$ cat src/rtl/ldpc_pkg.sv
// ldpc_pkg: shared definitions for the LDPC column-memory scheduler.
//   - default circulant size, LLR width and address width
//   - scheduler state encoding
//   - modulo-Z wrap helper used for both the start offset and the
//     cyclic address generators
package ldpc_pkg;

  localparam int Z_DEF            = 511;
  localparam int W_DEF            = 6;
  localparam int COLADDR_BITS_DEF = 9;

  typedef enum logic [1:0] {
    IDLE = 2'd0,
    RUN  = 2'd1,
    WB   = 2'd2,
    DONE = 2'd3
  } sched_state_e;

  // Single conditional subtraction: callers guarantee sum < 2*z.
  function automatic logic [31:0] wrap_mod_z(input logic [31:0] sum,
                                             input logic [31:0] z);
    logic [31:0] res;
    if (sum >= z) begin
      res = sum - z;
    end else begin
      res = sum;
    end
    return res;
  endfunction

endpackage

$ cat src/rtl/ldpc_cyc_addr_gen.sv
// ldpc_cyc_addr_gen: cyclic address for one position of a circulant pass.
//   i_base : COLADDR_BITS  wrapped start offset (always < Z)
//   i_idx  : COLADDR_BITS  sequence index (always < Z when used)
//   o_addr : COLADDR_BITS  (i_base + i_idx) mod Z, never >= Z
module ldpc_cyc_addr_gen
  import ldpc_pkg::*;
#(
  parameter int Z            = Z_DEF,
  parameter int COLADDR_BITS = COLADDR_BITS_DEF
) (
  input  logic [COLADDR_BITS-1:0] i_base,
  input  logic [COLADDR_BITS-1:0] i_idx,
  output logic [COLADDR_BITS-1:0] o_addr
);

  logic [COLADDR_BITS:0]    w_sum;
  logic [31:0]              w_wrap;
  logic [31-COLADDR_BITS:0] w_unused_hi;

  // One extra bit so base + idx (both < Z) cannot overflow before the wrap.
  assign w_sum  = {1'b0, i_base} + {1'b0, i_idx};
  assign w_wrap = wrap_mod_z(32'(w_sum), 32'(Z));
  // The wrapped value is < Z, so the upper bits are always zero.
  assign {w_unused_hi, o_addr} = w_wrap;

endmodule

$ cat src/rtl/ldpc_colmem_sched.sv
// ldpc_colmem_sched: sequences one pass over a Z-deep column LLR memory.
//   memclk   in   clock, all state on posedge
//   rst      in   asynchronous active-low reset
//   start    in   one-cycle start pulse (IDLE only); shift latched with it
//   shift    in   cyclic offset (shift >= Z is folded once)
//   busy     out  high from the cycle after start until done
//   done     out  one-cycle pulse, co-incident with the last write
//   ra/rd_en out  RAM read address / enable
//   rd_valid out  RAM DOUT valid this cycle; rd_idx is its sequence index
//   wb_valid in   processing unit result strobe; wb_data its word
//   wa/wr_en/din out  RAM write address / enable / data
//   overflow out  sticky: a write-back was dropped (cleared by start)
module ldpc_colmem_sched
  import ldpc_pkg::*;
#(
  parameter int Z            = Z_DEF,
  parameter int W            = W_DEF,
  parameter int COLADDR_BITS = COLADDR_BITS_DEF
) (
  input  logic                    memclk,
  input  logic                    rst,
  input  logic                    start,
  input  logic [COLADDR_BITS-1:0] shift,
  output logic                    busy,
  output logic                    done,
  output logic [COLADDR_BITS-1:0] ra,
  output logic                    rd_en,
  output logic                    rd_valid,
  output logic [COLADDR_BITS-1:0] rd_idx,
  input  logic                    wb_valid,
  input  logic [W-1:0]            wb_data,
  output logic [COLADDR_BITS-1:0] wa,
  output logic                    wr_en,
  output logic [W-1:0]            din,
  output logic                    overflow
);

  localparam int AB = COLADDR_BITS;
  // Counters carry one extra bit so they can hold the value Z.
  localparam logic [AB:0] CNT_ONE  = (AB+1)'(1);
  localparam logic [AB:0] CNT_LAST = (AB+1)'(Z - 1);

  sched_state_e   r_state;
  logic [AB-1:0]  r_base;
  logic [AB:0]    r_rd_cnt;
  logic [AB:0]    r_wr_cnt;
  logic [AB-1:0]  r_issue_idx;
  logic           r_busy, r_done, r_rd_en, r_rd_valid, r_wr_en, r_overflow;
  logic [AB-1:0]  r_ra, r_rd_idx, r_wa;
  logic [W-1:0]   r_din;

  logic [AB-1:0]  w_rd_addr, w_wr_addr, w_shift_wrapped;
  logic [31:0]    w_shift_full;
  logic [31-AB:0] w_unused_shift_hi;
  logic           w_wb_accept;

  assign w_shift_full = wrap_mod_z(32'(shift), 32'(Z));
  assign {w_unused_shift_hi, w_shift_wrapped} = w_shift_full;

  ldpc_cyc_addr_gen #(.Z(Z), .COLADDR_BITS(AB)) u_rd_addr (
    .i_base (r_base),
    .i_idx  (r_rd_cnt[AB-1:0]),
    .o_addr (w_rd_addr)
  );

  ldpc_cyc_addr_gen #(.Z(Z), .COLADDR_BITS(AB)) u_wr_addr (
    .i_base (r_base),
    .i_idx  (r_wr_cnt[AB-1:0]),
    .o_addr (w_wr_addr)
  );

  // A write-back may only target an address that has already been read,
  // which keeps writes strictly behind reads on the same address sequence.
  assign w_wb_accept = wb_valid && ((r_state == RUN) || (r_state == WB)) &&
                       (r_wr_cnt < r_rd_cnt);

  // Sequencer: state, counters and every RAM-side output register.
  always_ff @(posedge memclk or negedge rst) begin
    if (!rst) begin
      r_state     <= IDLE;
      r_base      <= '0;
      r_rd_cnt    <= '0;
      r_wr_cnt    <= '0;
      r_issue_idx <= '0;
      r_busy      <= 1'b0;
      r_done      <= 1'b0;
      r_rd_en     <= 1'b0;
      r_rd_valid  <= 1'b0;
      r_wr_en     <= 1'b0;
      r_overflow  <= 1'b0;
      r_ra        <= '0;
      r_rd_idx    <= '0;
      r_wa        <= '0;
      r_din       <= '0;
    end else begin
      r_done     <= 1'b0;
      r_rd_en    <= 1'b0;
      r_wr_en    <= 1'b0;
      r_rd_valid <= r_rd_en;
      if (r_rd_en) begin
        r_rd_idx <= r_issue_idx;
      end
      if (w_wb_accept) begin
        r_wr_en  <= 1'b1;
        r_wa     <= w_wr_addr;
        r_din    <= wb_data;
        r_wr_cnt <= r_wr_cnt + CNT_ONE;
      end else if (wb_valid) begin
        r_overflow <= 1'b1;
      end
      case (r_state)
        IDLE: begin
          if (start) begin
            r_base     <= w_shift_wrapped;
            r_rd_cnt   <= '0;
            r_wr_cnt   <= '0;
            r_overflow <= 1'b0;
            r_busy     <= 1'b1;
            r_state    <= RUN;
          end
        end
        RUN: begin
          r_rd_en     <= 1'b1;
          r_ra        <= w_rd_addr;
          r_issue_idx <= r_rd_cnt[AB-1:0];
          r_rd_cnt    <= r_rd_cnt + CNT_ONE;
          if (r_rd_cnt == CNT_LAST) begin
            r_state <= WB;
          end
        end
        WB: begin
          // The Z-th write can only be accepted here: in RUN the read
          // count is still below Z.
          if (w_wb_accept && (r_wr_cnt == CNT_LAST)) begin
            r_state <= DONE;
            r_done  <= 1'b1;
            r_busy  <= 1'b0;
          end
        end
        DONE: begin
          r_state <= IDLE;
        end
        default: begin
          r_state <= IDLE;
        end
      endcase
    end
  end

  assign busy     = r_busy;
  assign done     = r_done;
  assign ra       = r_ra;
  assign rd_en    = r_rd_en;
  assign rd_valid = r_rd_valid;
  assign rd_idx   = r_rd_idx;
  assign wa       = r_wa;
  assign wr_en    = r_wr_en;
  assign din      = r_din;
  assign overflow = r_overflow;

endmodule
$ cat config.mk
export PLATFORM = sky130hd
export DESIGN_NAME = ldpc_colmem_sched
export DESIGN_NICKNAME = d
export VERILOG_FILES = /design/src/rtl/ldpc_pkg.sv /design/src/rtl/ldpc_cyc_addr_gen.sv /design/src/rtl/ldpc_colmem_sched.sv
export SDC_FILE = /design/constraint.sdc
export NUM_CORES = 1
export LEC_CHECK = 0
export BUFFER_PORTS_ARGS = -buffer_cell sky130_fd_sc_hd__buf_2
export CAP_MARGIN = 40
export CORE_MARGIN = 8
export CORE_UTILIZATION = 55
export DETAILED_ROUTE_END_ITERATION = 10
export HOLD_SLACK_MARGIN = 0.06
export PLACE_DENSITY_LB_ADDON = 0.15
export REMOVE_ABC_BUFFERS = 1
export SKIP_CTS_REPAIR_TIMING = 1
export SLEW_MARGIN = 30
export SYNTH_ARGS = -nofsm -noshare
export SYNTH_HDL_FRONTEND = slang
export SYNTH_HIERARCHICAL = 1
export SYNTH_SLANG_ARGS = --single-unit
$ cat constraint.sdc
create_clock -name memclk -period 4.4 [get_ports memclk]
set_clock_uncertainty 0.2 [all_clocks]
set_input_delay 0.22 -clock memclk [delete_from_list [all_inputs] [get_ports memclk]]
set_output_delay 0.22 -clock memclk [all_outputs]
set_load 0.005 [all_outputs]
==> impl_metrics.env <==
export IMPL_status="finished, final reports clean"
export IMPL_power_switching_uw=562
export IMPL_finalWeightedCongestion=0.903
export IMPL_start_util=0.569
export IMPL_finalSetupViolCount=0
export IMPL_r2r_slack_ps=1060
export IMPL_slew_limit_headroom=0.507
export IMPL_cp_max_fo=8
export IMPL_final_seq_area_sq_um=1980
export IMPL_cts_root_buf="clkbuf_8"
export IMPL_cts_sinks=79
export IMPL_p_int_mw=1.16
export IMPL_port_buffers=57
export IMPL_io_pins=58
export IMPL_antenna_found_initial=0
export IMPL_clkPwrFrac=0.310
export IMPL_final_util=0.649
export IMPL_cp_start_kind="flip-flop"
export IMPL_rsz0062_at_grt="no"
export IMPL_num_rows=35
export IMPL_cts_tree="done"
export IMPL_synth_edf_count=0
export IMPL_post_drt_via_cell_ratio=5.79
export IMPL_synth_commonest_cells="79 x dfrtp_1, 40 x mux2_2, 38 x ha_1"
export IMPL_diodes=0
export IMPL_core_area_sq_um=9280
export IMPL_num_vias=4066
export IMPL_period_needed_ps=3340
export IMPL_wl_per_cell_um=16.4
export IMPL_powerDensity_nw_per_um2=285
export IMPL_fin_cells=702
export IMPL_cellLeakagePower_nw=2.86
export IMPL_dp_cells=670
export IMPL_nets=627
export IMPL_final_layout_size_suffix_gt1_frac=0.269
export IMPL_syn_inst=499
export IMPL_hold_path_class="in -> reg"
export IMPL_cts_buffers=9
export IMPL_syn_area_sq_um=5280
export IMPL_drt_iter0_drc=229
export IMPL_synth_top_area_frac=0.374
export IMPL_grt_max_degree=52
export IMPL_drc=0
export IMPL_synth_area_top_cells="dfrtp_1 37%, ha_1 9.0%, mux2_2 8.5%, o21ai_0 2.6%, xnor2_2 2.5%"
export IMPL_synth_seq_cells=79
export IMPL_yosys_warnings=6
export IMPL_path_class="reg -> reg"
export IMPL_cp_data_required_time_ps=4440
export IMPL_clk_pin_slew_ps=90
export IMPL_grt_pass1_vias=3868
export IMPL_hpwl_um=8570
export IMPL_track_usage=0.177
export IMPL_clk_latency_ps=370
export IMPL_htreeDepth=3
export IMPL_die_h_um=114
export IMPL_ir_drop_mv=0.146
export IMPL_multiInputGateArea_sq_um=3130
export IMPL_layout_setup_ws_ps=1060
export IMPL_hold_slack_ps=27.8
export IMPL_synth_most_common_cell="dfrtp_1"
export IMPL_tightest_slew_ps=738
export IMPL_drt_wl_total_um=11500
export IMPL_grt_pass1_wl_um=18700
export IMPL_place_ws_ps=1100
export IMPL_first_pass_iters=4
export IMPL_fmax_mhz=299
export IMPL_drtAntennaViolNets=0
export IMPL_syn_avg_cell_area_sq_um=10.6
export IMPL_async_reset_ff_frac=1.00
export IMPL_finalPower_mw=1.72
export IMPL_place_area_sq_um=5680
export IMPL_p_seq_frac=0.489
export IMPL_fp_dieW_um=114
export IMPL_overflow=0
export IMPL_synth_main_ff_cell="dfrtp_1"
export IMPL_ys_seq_area_frac=0.374
export IMPL_slew_viol_final=0
export IMPL_finalHoldViolCount=0
export IMPL_tns_ps=0
export IMPL_end_kind="flip-flop"
export IMPL_final_area_sq_um=6030
export IMPL_dieArea_sq_um=13000
export IMPL_area_growth_syn_to_layout_pct=14.2
export IMPL_swShare=0.327
export IMPL_n_fill_cell=750
export IMPL_cap_viol_max_count=0
export IMPL_cp_arrival_ps=3380
export IMPL_cts_path_max_buffers=2
export IMPL_final_period_utilization=0.759
export IMPL_synth_largest_area_cell="dfrtp_1"
export IMPL_p_comb_frac=0.201
export IMPL_ys_types=71
-- placed cells by master (no fill, tap or decap), drive strengths merged, types with 16 or more instances in the layout --
master / instances
buf: 60
a21oi: 23
xnor2: 17
nand3: 16
o21ai: 32
dfrtp: 79
inv: 27
ha: 38
nor2: 18
nand2: 34
mux2: 44
-- critical path, stage by stage (launching register included) --
cell and delay, ps:
dfrtp_1 480, ha_1 250, fa_1 410, a21o_1 240, a221oi_2 300, xnor2_2 200
nand4_4 180, o311ai_4 370, mux2_4 330, mux2_2 260
-- area by class of cell --
type | instances | share of cell area
Inverter | 23 | 0.0143
Sequential cell | 79 | 0.328
Clock inverter | 7 | 0.0104
Timing Repair Buffer | 75 | 0.0803
Multi-Input combinational cell | 380 | 0.520
Tap cell | 129 | 0.0268
Clock buffer | 9 | 0.0205
-- power groups by stage --
| stage | Sequential (mW) | Clock [mW] | Combinational [mW] |
|---|---|---|---|
| after floorplan | 0.839 | 0 | 0.225 |
| after global placement | 0.850 | 0 | 0.320 |
| after detailed placement | 0.854 | 0 | 0.336 |
| after CTS | 0.839 | 0.546 | 0.339 |
| after global routing | 0.851 | 0.573 | 0.381 |
| final | 0.841 | 0.533 | 0.345 |
-- state kept, by name, indices dropped and copies added (netlist names), 2 cells and up --
register,count
ra,9
r_state,2
r_wr_cnt,10
r_base,9
din,6
wa,9
r_issue_idx,9
r_rd_cnt,10
rd_idx,9
-- routing by layer --
layer | track usage | wire length, um
met3 | 0.0359 | 433
met4 | 0.0577 | 197
met1 | 0.224 | 5270
met2 | 0.294 | 5630
met5 | 0 | 0
-- kinds of logic after synthesis --
kind of cell,count (synthesis),share of synthesized area
buf+inv,40,0.0320
mux,49,0.105
xor+xnor,27,0.0562
flops,79,0.374
simple gates,136,0.151
compound gates,128,0.183
fa+ha+maj,40,0.0977
-- final timing paths --
check                            start        end  cells past startpoint
max                        r_rd_cnt[0]      ra[1]                      9
min                           shift[8]  r_base[8]                      3
max reg2reg                r_rd_cnt[0]      ra[1]                      9
min reg2reg                      wa[2]      wa[2]                      1
max in group asynchronous          rst  rd_idx[1]                      3
min in group asynchronous          rst     din[5]                      2
(Power assumes the default switching activity.)
